[src/rtl/mem_access_seq_pkg.sv]
// Shared constants and helpers for the MEM-stage load/store sequencer.
// Access-size codes follow the RV32I load/store func3 field.
package mem_access_pkg;

  localparam logic [2:0] F3_B  = 3'd0;
  localparam logic [2:0] F3_H  = 3'd1;
  localparam logic [2:0] F3_W  = 3'd2;
  localparam logic [2:0] F3_BU = 3'd4;
  localparam logic [2:0] F3_HU = 3'd5;

  typedef enum logic {
    IDLE  = 1'b0,
    SPLIT = 1'b1
  } state_e;

  function automatic logic [2:0] bytes_of(input logic [2:0] f3);
    logic [2:0] n;
    case (f3)
      F3_H, F3_HU: n = 3'd2;
      F3_W:        n = 3'd4;
      default:     n = 3'd1;
    endcase
    return n;
  endfunction

endpackage

[src/rtl/mem_access_seq_if.sv]
// Data-memory port bundle between the sequencer (master)
// and the byte-addressed data memory (slave).
interface mem_access_seq_if #(
  parameter int ADDR_W = 12
);

  logic              dm_MemRead;
  logic              dm_MemWrite;
  logic [ADDR_W-1:0] dm_addr;
  logic [2:0]        dm_func3;
  logic [31:0]       dm_data_in;
  logic [31:0]       dm_data_out;

  modport master (
    output dm_MemRead,
    output dm_MemWrite,
    output dm_addr,
    output dm_func3,
    output dm_data_in,
    input  dm_data_out
  );

  modport slave (
    input  dm_MemRead,
    input  dm_MemWrite,
    input  dm_addr,
    input  dm_func3,
    input  dm_data_in,
    output dm_data_out
  );

endinterface

[src/rtl/mem_access_seq_load_extend.sv]
// Load result extension by func3: sign/zero extend bytes and
// halfwords, words pass unchanged.
module load_extend
  import mem_access_pkg::*;
(
  input  logic [2:0]  func3,
  input  logic [31:0] raw,
  output logic [31:0] result
);

  always_comb begin
    result = raw;
    unique case (1'b1)
      (func3 == F3_B):  result = {{24{raw[7]}}, raw[7:0]};
      (func3 == F3_BU): result = {24'h0, raw[7:0]};
      (func3 == F3_H):  result = {{16{raw[15]}}, raw[15:0]};
      (func3 == F3_HU): result = {16'h0, raw[15:0]};
      default:          result = raw;
    endcase
  end

endmodule

[src/rtl/mem_access_seq.sv]
// MEM-stage load/store sequencer: aligned accesses pass through,
// misaligned ones are split into byte accesses under stall.
module mem_access_seq
  import mem_access_pkg::*;
#(
  parameter int ADDR_W           = 12,
  parameter bit ALLOW_MISALIGNED = 1'b1
) (
  input  logic              clk,
  input  logic              rst_n,
  input  logic              MemRead,
  input  logic              MemWrite,
  input  logic [2:0]        func3,
  input  logic [ADDR_W-1:0] addr,
  input  logic [31:0]       store_data,
  mem_access_seq_if.master  dm,
  output logic [31:0]       load_data,
  output logic              stall,
  output logic              err
);

  state_e            state_q, state_d;
  logic [1:0]        idx_q, idx_d;
  logic [23:0]       asm_q, asm_d;
  logic [ADDR_W-1:0] addr_q, addr_d;
  logic [2:0]        f3_q, f3_d;
  logic [31:0]       sd_q, sd_d;
  logic              wr_q, wr_d;

  logic        legal_ld, legal_st, legal;
  logic        aligned, last;
  logic [2:0]  n_in, n_q;
  logic [7:0]  cur;
  logic [31:0] sd_sh;
  logic [2:0]  ext_f3;
  logic [31:0] ext_raw, ext_out;

  assign legal_ld = MemRead & ~MemWrite &
    (func3 inside {F3_B, F3_H, F3_W, F3_BU, F3_HU});
  assign legal_st = MemWrite & ~MemRead &
    (func3 inside {F3_B, F3_H, F3_W});
  assign legal = legal_ld | legal_st;

  assign n_in    = bytes_of(func3);
  assign n_q     = bytes_of(f3_q);
  assign aligned = (n_in == 3'd1) |
                   ((n_in == 3'd2) & ~addr[0]) |
                   (addr[1:0] == 2'b00);
  assign last    = ({1'b0, idx_q} == (n_q - 3'd1));
  assign cur     = dm.dm_data_out[7:0];
  assign sd_sh   = sd_q >> {idx_q, 3'b000};

  load_extend u_ext (
    .func3  (ext_f3),
    .raw    (ext_raw),
    .result (ext_out)
  );

  always_comb begin
    state_d = state_q;
    idx_d   = idx_q;
    asm_d   = asm_q;
    addr_d  = addr_q;
    f3_d    = f3_q;
    sd_d    = sd_q;
    wr_d    = wr_q;

    dm.dm_MemRead  = 1'b0;
    dm.dm_MemWrite = 1'b0;
    dm.dm_addr     = '0;
    dm.dm_func3    = 3'd0;
    dm.dm_data_in  = 32'h0;
    load_data      = 32'h0;
    stall          = 1'b0;
    err            = 1'b0;
    ext_f3         = func3;
    ext_raw        = dm.dm_data_out;

    unique case (state_q)
      IDLE: begin
        if (legal && aligned) begin
          dm.dm_MemRead  = MemRead;
          dm.dm_MemWrite = MemWrite;
          dm.dm_addr     = addr;
          dm.dm_func3    = func3;
          dm.dm_data_in  = store_data;
          if (MemRead) load_data = ext_out;
        end else if (legal && ALLOW_MISALIGNED) begin
          dm.dm_MemRead  = MemRead;
          dm.dm_MemWrite = MemWrite;
          dm.dm_addr     = addr;
          dm.dm_func3    = MemWrite ? F3_B : F3_BU;
          dm.dm_data_in  = {24'h0, store_data[7:0]};
          stall          = 1'b1;
          asm_d          = {16'h0, cur};
          idx_d          = 2'd1;
          addr_d         = addr;
          f3_d           = func3;
          sd_d           = store_data;
          wr_d           = MemWrite;
          state_d        = SPLIT;
        end else if (MemRead || MemWrite) begin
          err = 1'b1;
        end
      end
      SPLIT: begin
        dm.dm_MemRead  = ~wr_q;
        dm.dm_MemWrite = wr_q;
        dm.dm_addr     = addr_q + ADDR_W'(idx_q);
        dm.dm_func3    = wr_q ? F3_B : F3_BU;
        dm.dm_data_in  = {24'h0, sd_sh[7:0]};
        ext_f3         = f3_q;
        // halfword uses only the first assembled byte
        ext_raw = (n_q == 3'd2) ? {16'h0, cur, asm_q[7:0]}
                                : {cur, asm_q};
        if (last) begin
          if (!wr_q) load_data = ext_out;
          idx_d   = 2'd0;
          state_d = IDLE;
        end else begin
          stall = 1'b1;
          asm_d = asm_q | (24'(cur) << {idx_q, 3'b000});
          idx_d = idx_q + 2'd1;
        end
      end
      default: state_d = IDLE;
    endcase

    if (!rst_n) begin
      dm.dm_MemRead  = 1'b0;
      dm.dm_MemWrite = 1'b0;
      dm.dm_addr     = '0;
      dm.dm_func3    = 3'd0;
      dm.dm_data_in  = 32'h0;
      load_data      = 32'h0;
      stall          = 1'b0;
      err            = 1'b0;
    end
  end

  always_ff @(posedge clk) begin
    if (!rst_n) begin
      state_q <= IDLE;
      idx_q   <= 2'd0;
      asm_q   <= 24'h0;
      addr_q  <= '0;
      f3_q    <= 3'd0;
      sd_q    <= 32'h0;
      wr_q    <= 1'b0;
    end else begin
      state_q <= state_d;
      idx_q   <= idx_d;
      asm_q   <= asm_d;
      addr_q  <= addr_d;
      f3_q    <= f3_d;
      sd_q    <= sd_d;
      wr_q    <= wr_d;
    end
  end

endmodule

[src/flat_wrapper.sv]
// flat-port wrapper written by rule: the top's interface ports become plain ports
module mem_access_seq_flat import mem_access_pkg::*;
#(
  parameter int ADDR_W           = 12,
  parameter bit ALLOW_MISALIGNED = 1'b1
)
  (clk, rst_n, MemRead, MemWrite, func3, addr, store_data, load_data, stall, err, dm_dm_MemRead, dm_dm_MemWrite, dm_dm_addr, dm_dm_func3, dm_dm_data_in, dm_dm_data_out);
  mem_access_seq_if #(.ADDR_W(ADDR_W)) dm_i ();
  input  logic clk;
  input  logic rst_n;
  input  logic MemRead;
  input  logic MemWrite;
  input  logic [2:0] func3;
  input  logic [ADDR_W-1:0] addr;
  input  logic [31:0] store_data;
  output logic [31:0] load_data;
  output logic stall;
  output logic err;
  output wire logic [$bits(dm_i.dm_MemRead)-1:0] dm_dm_MemRead;
  output wire logic [$bits(dm_i.dm_MemWrite)-1:0] dm_dm_MemWrite;
  output wire logic [$bits(dm_i.dm_addr)-1:0] dm_dm_addr;
  output wire logic [$bits(dm_i.dm_func3)-1:0] dm_dm_func3;
  output wire logic [$bits(dm_i.dm_data_in)-1:0] dm_dm_data_in;
  input wire logic [$bits(dm_i.dm_data_out)-1:0] dm_dm_data_out;
  assign dm_dm_MemRead = dm_i.dm_MemRead;
  assign dm_dm_MemWrite = dm_i.dm_MemWrite;
  assign dm_dm_addr = dm_i.dm_addr;
  assign dm_dm_func3 = dm_i.dm_func3;
  assign dm_dm_data_in = dm_i.dm_data_in;
  assign dm_i.dm_data_out = dm_dm_data_out;
  mem_access_seq #(.ADDR_W(ADDR_W), .ALLOW_MISALIGNED(ALLOW_MISALIGNED)) u_core (.clk(clk), .rst_n(rst_n), .MemRead(MemRead), .MemWrite(MemWrite), .func3(func3), .addr(addr), .store_data(store_data), .dm(dm_i), .load_data(load_data), .stall(stall), .err(err));
endmodule
[config.mk]
export PLATFORM = sky130hd
export DESIGN_NAME = mem_access_seq_flat
export DESIGN_NICKNAME = d
export VERILOG_FILES = /design/src/rtl/mem_access_seq_pkg.sv /design/src/rtl/mem_access_seq_if.sv /design/src/rtl/mem_access_seq_load_extend.sv /design/src/rtl/mem_access_seq.sv /design/src/flat_wrapper.sv
export SDC_FILE = /design/constraint.sdc
export NUM_CORES = 1
export LEC_CHECK = 0
export ABC_AREA = 1
export CELL_PAD_IN_SITES_DETAIL_PLACEMENT = 0
export CELL_PAD_IN_SITES_GLOBAL_PLACEMENT = 1
export CORE_MARGIN = 2
export CORE_UTILIZATION = 28
export CTS_BUF_LIST = sky130_fd_sc_hd__clkbuf_4
export DETAILED_ROUTE_END_ITERATION = 12
export PLACE_DENSITY = 0.8
export SLEW_MARGIN = 20
export SYNTH_ARGS = -nofsm -noshare
export SYNTH_HDL_FRONTEND = slang
export SYNTH_SLANG_ARGS = --single-unit
[constraint.sdc]
create_clock -name clk -period 1.8 [get_ports clk]
set_input_delay 0.36 -clock clk [delete_from_list [all_inputs] [get_ports clk]]
set_output_delay 0.36 -clock clk [all_outputs]
set_load 0.01 [all_outputs]
==> results.sh, run 1 <==
export IMPL_status="finished with violations"
export IMPL_violations="negative setup slack"
export IMPL_grt_pass1_vias=5727
export IMPL_hold_viol_final=0
export IMPL_via_per_inst=4.94
export IMPL_grt_usage_pct=21.1
export IMPL_slew_viol_final=0
export IMPL_fin_util_pct=54.8
export IMPL_grt_pass1_wl_mm=29.6
export IMPL_grt_overflow=0
export IMPL_place_ws_ns=-1.04
export IMPL_num_io_pins=166
export IMPL_rsz0062_at_grt="true"
export IMPL_max_cap_violations=0
export IMPL_min_from="func3[0]"
export IMPL_wl_met3_um=833
export IMPL_hold_slack_ns=0.214
export IMPL_cp_data_required_time_ns=1.44
export IMPL_worstSetupPathType="flip-flop to output port"
export IMPL_die_w_um=132
export IMPL_multi_input_area_um2=3370
export IMPL_antenna_found_initial=1
export IMPL_r2r_start="u_core.state_q"
export IMPL_fin_crit_sh_pct=136
export IMPL_top_layer_used="met4"
export IMPL_drt_wl_total_mm=19.7
export IMPL_critPathSlowestCell="fa_2"
export IMPL_syn_avg_cell_area_um2=6.63
export IMPL_dp_hpwl_mm=12.2
export IMPL_fp_dieH_um=132
export IMPL_cp_cell_sequence="ha_4 -> fa_2 -> nand2_4 -> nor3_4 -> buf_4 -> o32ai_2 -> buf_2"
export IMPL_gp_congestion=0.850
export IMPL_p_leak_nw=3.71
export IMPL_drt_pass1_iter_count=5
export IMPL_final_cell_mix="buf_4 (120), nand2_1 (116), clkdlybuf4s50_1 (74)"
export IMPL_cpPeakStageDelay_ns=0.38
export IMPL_insertion_delay_ns=0.47
export IMPL_fin_crit_ns=2.45
export IMPL_drive_gt1_share_pct=46.1
export IMPL_critPathBufInv=2
export IMPL_layout_commonest_cell="buf_4"
export IMPL_drt_met1_wl_mm=8.52
export IMPL_areaGrowthSynthToFinish_pct=90.8
export IMPL_cpLargestDelayFamily="adder cells"
export IMPL_core_um2=15900
export IMPL_ys_seq_area_share_pct=32.9
export IMPL_worst_slack_ns=-0.653
export IMPL_fin_cells=1213
export IMPL_numCtsBuffers=9
export IMPL_wl_met2_mm=9.85
export IMPL_setup_viol=83
export IMPL_clock_path_buffers=2
export IMPL_synth_edf_count=0
export IMPL_ir_drop_mv=0.301
export IMPL_fin_setup_tns_ns=-34.94
export IMPL_start_util_pct=28.7
export IMPL_vias=5994
export IMPL_cp_arrival_ns=2.09
export IMPL_synthCells=688
export IMPL_cts_tree="built"
export IMPL_path_clk_slew_ns=0.16
export IMPL_die_area_um2=17300
export IMPL_wl_per_cell_um=16.3
export IMPL_drc=0
export IMPL_holdCritPathClass="input port to flip-flop"
export IMPL_finClkSkew_ns=0.0245
export IMPL_first_iter_violations=362
export IMPL_fill_cells=1506
export IMPL_fmax_mhz=408
export IMPL_ys_ff_latch=75
export IMPL_grt_max_degree=41
export IMPL_ant_nets=0
export IMPL_startpoint="u_core.addr_q[0]"
export IMPL_cts_sinks=75
export IMPL_relSlewSlack_pct=71.9
export IMPL_ys_warn_count=0
export IMPL_htreeDepth=3
export IMPL_yosys_cell_types_count=36
export IMPL_seq_area_um2=1520
export IMPL_ys_flop_type="dfxtp_1"
export IMPL_layout_nets=1077
export IMPL_netlist_area_um2=4560
export IMPL_syn_nets=774
export IMPL_startpoint_type="flip-flop"
export IMPL_crit_path_end_kind="output port"
export IMPL_async_reset_ff_share_pct=0
export IMPL_dp_cells=1148
export IMPL_power_density_nw_per_um2=503
export IMPL_rows=46
export IMPL_cts_root_buf="clkbuf_4"
export IMPL_cts_hold_buf=0
export IMPL_io_buffers=165
export IMPL_crit_fanout=3
export IMPL_tightest_slew_ns=0.422
[cell usage after synthesis (all sizes together) (8+ instances only)]
master	n	area share, %
nand3	27	3.6
o21ai	64	7.1
a21oi	67	7.6
inv	73	6.0
a221oi	16	3.1
a2bb2oi	16	4.3
o22ai	25	3.4
dfxtp	75	33
clkbuf	17	1.4
nor2	109	9.8
nand2	147	13
buf	27	3.8
a22oi	8	1.3
[worst register-to-register path, delay by kind of cell (launching register included)]
kind | cells | cell delay, ns
buffers and inverters | 5 | 0.81
flip-flops | 1 | 0.40
AND/OR/NAND/NOR | 2 | 0.24
AO/OA/AOI/OAI | 1 | 0.19
[layout make-up]
class / instances / share of cell area, %
multi-input combinational: 498 / 38.7
tap: 216 / 3.10
clock buffer: 10 / 0.862
sequential: 75 / 17.5
inverter: 73 / 3.51
timing repair buffer: 334 / 35.5
antenna: 1 / 0.0287
clock inverter: 6 / 0.791
[cells by family (layout without fill, tap and decap cells)]
| group | after synthesis | after routing | share of synthesized area, % |
|---|---|---|---|
| other | 0 | 1 | 0 |
| AOI/OAI and AO/OA | 198 | 198 | 27.2 |
| and+or+nand+nor | 294 | 296 | 27.5 |
| adders and majority gates | 3 | 3 | 0.987 |
| buffers and inverters | 117 | 423 | 11.2 |
| DFF | 75 | 75 | 32.9 |
| xor gates and xnor gates | 1 | 1 | 0.192 |
[power by group]
group | switching [mW] | internal (mW) | total [mW]
Clock | 0.698 | 0.455 | 1.15
Combinational | 0.694 | 0.749 | 1.44
Sequential | 0.0545 | 1.73 | 1.78
Total | 1.45 | 2.93 | 4.38
[flip-flops by register name (all words and copies together), names as in the netlist]
signal          count
u_core.wr_q         1
u_core.sd_q        32
u_core.state_q      1
u_core.idx_q        2
u_core.addr_q      12
u_core.f3_q         3
u_core.asm_q       24
[routing by layer]
metal  vias up  global-route usage, %
met4         0                   8.45
met3        40                   3.24
met2       168                   36.0
li1       2928                      -
met1      2858                   26.7
met5         -                      0
[timing repair]
action | 4_1_cts | 5_1_grt
pin swaps | 45 | 43
setup buffers | 34 | 15
gates resized for setup | 566 | 148
cloned | 7 | 1
setup endpoints to repair | 155 | 152
[path summary, 6_finish.rpt]
| check | endpoint | slack (ns) | depth (start not counted) |
|---|---|---|---|
| max reg2reg | u_core.wr_q | 0.09 | 8 |
| min reg2reg | u_core.asm_q[13] | 0.46 | 2 |
| max | dm_dm_addr[6] | -0.65 | 7 |
| min | u_core.f3_q[0] | 0.21 | 3 |
[stage by stage]
step           total power [mW]  instance area, µm²
5_1_grt                    4.58                8700
4_1_cts                    4.26                8090
2_1_floorplan              2.28                4580
6_report                   4.38                8700
3_3_place_gp               2.88                7270
3_5_place_dp               2.88                7270
No activity file was read; power rests on OpenSTA's default activity.
==> run 2: changes to the inputs <==
Settings changed: CORE_UTILIZATION 28 to 34, PLACE_DENSITY 0.8 to 0.95.
Clock period 1.8 ns to 3.1 ns, I/O delays scaled along.
==> run 2 against run 1 <==
Net effect:
- sequential cell count is the same
- first-iteration DRC count shrank 7.2%
- combinational power shrank 62%
- power shrank 48%
- clock power shrank 39%
- the run now ends clean
==> results.sh, run 2 (synthesized netlist as in run 1, its figures left out) <==
export IMPL_htreeDepth=3
export IMPL_rsz0062_at_grt="false"
export IMPL_min_from="u_core.asm_q[10]"
export IMPL_min_to="u_core.asm_q[10]"
export IMPL_cp_arrival_ns=2.35
export IMPL_startpoint_type="input port"
export IMPL_fill_cells=1343
export IMPL_num_io_pins=166
export IMPL_first_iter_violations=336
export IMPL_layout_nets=949
export IMPL_cts_root_buf="clkbuf_4"
export IMPL_finClkSkew_ns=0.0272
export IMPL_core_um2=13200
export IMPL_grt_max_degree=55
export IMPL_setup_viol=0
export IMPL_fin_cells=1046
export IMPL_r2r_start="u_core.state_q"
export IMPL_total_power_mw=2.27
export IMPL_numCtsBuffers=9
export IMPL_fin_crit_sh_pct=95.7
export IMPL_crit_fanout=6
export IMPL_insertion_delay_ns=0.44
export IMPL_areaGrowthSynthToFinish_pct=48.2
export IMPL_drc=0
export IMPL_power_density_nw_per_um2=336
export IMPL_ir_drop_mv=0.232
export IMPL_cpPeakStageDelay_ns=0.47
export IMPL_io_buffers=165
export IMPL_wl_per_cell_um=14.5
export IMPL_rows=42
export IMPL_cpLargestDelayFamily="buffers and inverters"
export IMPL_cts_sinks=75
export IMPL_max_cap_violations=0
export IMPL_dp_hpwl_mm=11.1
export IMPL_status="finished, final reports clean"
export IMPL_dp_cells=1024
export IMPL_r2r_setup_slack_ns=0.96
export IMPL_layout_commonest_cell="nand2_1"
export IMPL_antenna_found_initial=2
export IMPL_drt_pass1_iter_count=5
export IMPL_worstSetupPathType="input port to output port"
export IMPL_multi_input_area_um2=2590
export IMPL_grt_pass1_vias=4884
export IMPL_cts_tree="built"
export IMPL_fmax_mhz=337
export IMPL_critPathSlowestCell="clkdlybuf4s50_1"
export IMPL_vias=5241
export IMPL_worstReg2RegEnd="u_core.addr_q[0]"
export IMPL_path_clk_slew_ns=0.15
export IMPL_via_per_inst=5.01
export IMPL_top_register="u_core.sd_q"
export IMPL_grt_overflow=0
export IMPL_drive_gt1_share_pct=13.1
export IMPL_grt_usage_pct=20.5
export IMPL_clock_path_buffers=2
export IMPL_drt_wl_total_mm=15.2
export IMPL_cts_hold_buf=0
export IMPL_hold_viol_final=0
export IMPL_relSlewSlack_pct=71.6
export IMPL_holdPathStages=2
export IMPL_die_w_um=120
export IMPL_seq_area_um2=1510
export IMPL_fin_util_pct=51.3
export IMPL_hold_slack_ns=0.461
export IMPL_gp_congestion=0.847
export IMPL_p_leak_nw=3.05
export IMPL_cp_cell_sequence="clkdlybuf4s50_1 -> o21ai_1 -> nor2_1 -> a21oi_1 -> nand2_1 -> nand3_4 -> clkbuf_16 -> nor2_2 -> dlygate4sd2_1"
export IMPL_fp_dieH_um=120
export IMPL_fin_crit_ns=2.97
export IMPL_critPathBufInv=3
export IMPL_slew_viol_final=0
export IMPL_cp_data_required_time_ns=2.48
export IMPL_grt_pass1_wl_mm=24.1
export IMPL_die_area_um2=14400
export IMPL_reg2reg_depth=8
export IMPL_final_cell_mix="nand2_1 (137), nor2_1 (96), clkdlybuf4s50_1 (90)"
export IMPL_reg_top3="u_core.sd_q x32, u_core.asm_q x24, u_core.addr_q x12"
export IMPL_ant_nets=0
export IMPL_largest_reg_flops=32
export IMPL_start_util_pct=34.6
export IMPL_tightest_slew_ns=0.425
export IMPL_crit_path_end_kind="output port"
export IMPL_holdCritPathClass="flip-flop to flip-flop"
-- run 2: power breakdown --
group | leakage [nW] | switching [mW] | total (mW) | internal (mW)
logic | 2.35 | 0.276 | 0.541 | 0.265
clock network | 0.0847 | 0.362 | 0.699 | 0.338
registers | 0.610 | 0.0238 | 1.03 | 1.01
-- run 2: cell type report --
class / instances / share of cell area (%)
multi-input combinational: 496 / 38.3
clock buffer: 10 / 1.11
tap: 176 / 3.26
inverter: 73 / 4.05
clock inverter: 6 / 1.31
sequential: 75 / 22.3
timing repair buffer: 208 / 29.6
antenna: 2 / 0.0740
-- run 2: how the worst max path moves through the flow --
stage | start | endpoint | slack [ns] | depth (start not counted)
3_3_place_gp | func3[0] | load_data[31] | -0.16 | 9
6_report | dm_dm_data_out[7] | load_data[23] | 0.13 | 9
2_1_floorplan | func3[1] | load_data[28] | 0.78 | 8
4_1_cts | MemWrite | dm_dm_data_in[6] | 0.002 | 9
3_5_place_dp | func3[0] | load_data[28] | -0.23 | 9
5_1_grt | u_core.idx_q[1] | load_data[25] | 0.005 | 12
-- run 2: tightest hold or removal path, delay by kind of cell, from the launching register on --
family / cells / cell delay (ns)
DFF: 1 / 0.34
AOI/OAI and AO/OA: 1 / 0.05
buffers and inverters: 1 / 0.05
-- run 2: through the flow --
step | instance area [µm²] | worst slack (ns) | TNS [ns]
floorplan | 4560 | 0.781 | 0
global placement | 6550 | -0.158 | -6.87
detailed placement | 6550 | -0.231 | -8.22
CTS | 6700 | 0.00195 | 0
global route | 6760 | 0.00527 | 0
finish | 6760 | 0.132 | 0
-- run 2: layer usage --
metal	track usage, %	vias up	routed length [µm]
met5	0	-	0
met4	7.35	0	329
met3	2.99	25	787
met2	32.7	154	7110
met1	28.2	2405	6960
li1	-	2657	-
-- run 2: what timing repair did --
action                                  4_1_cts  5_1_grt
endpoints found under the setup margin       70       34
pin swaps                                     2        1
buffers inserted                              2        1
gates resized for setup                      81       21
gates cloned                                  0        1
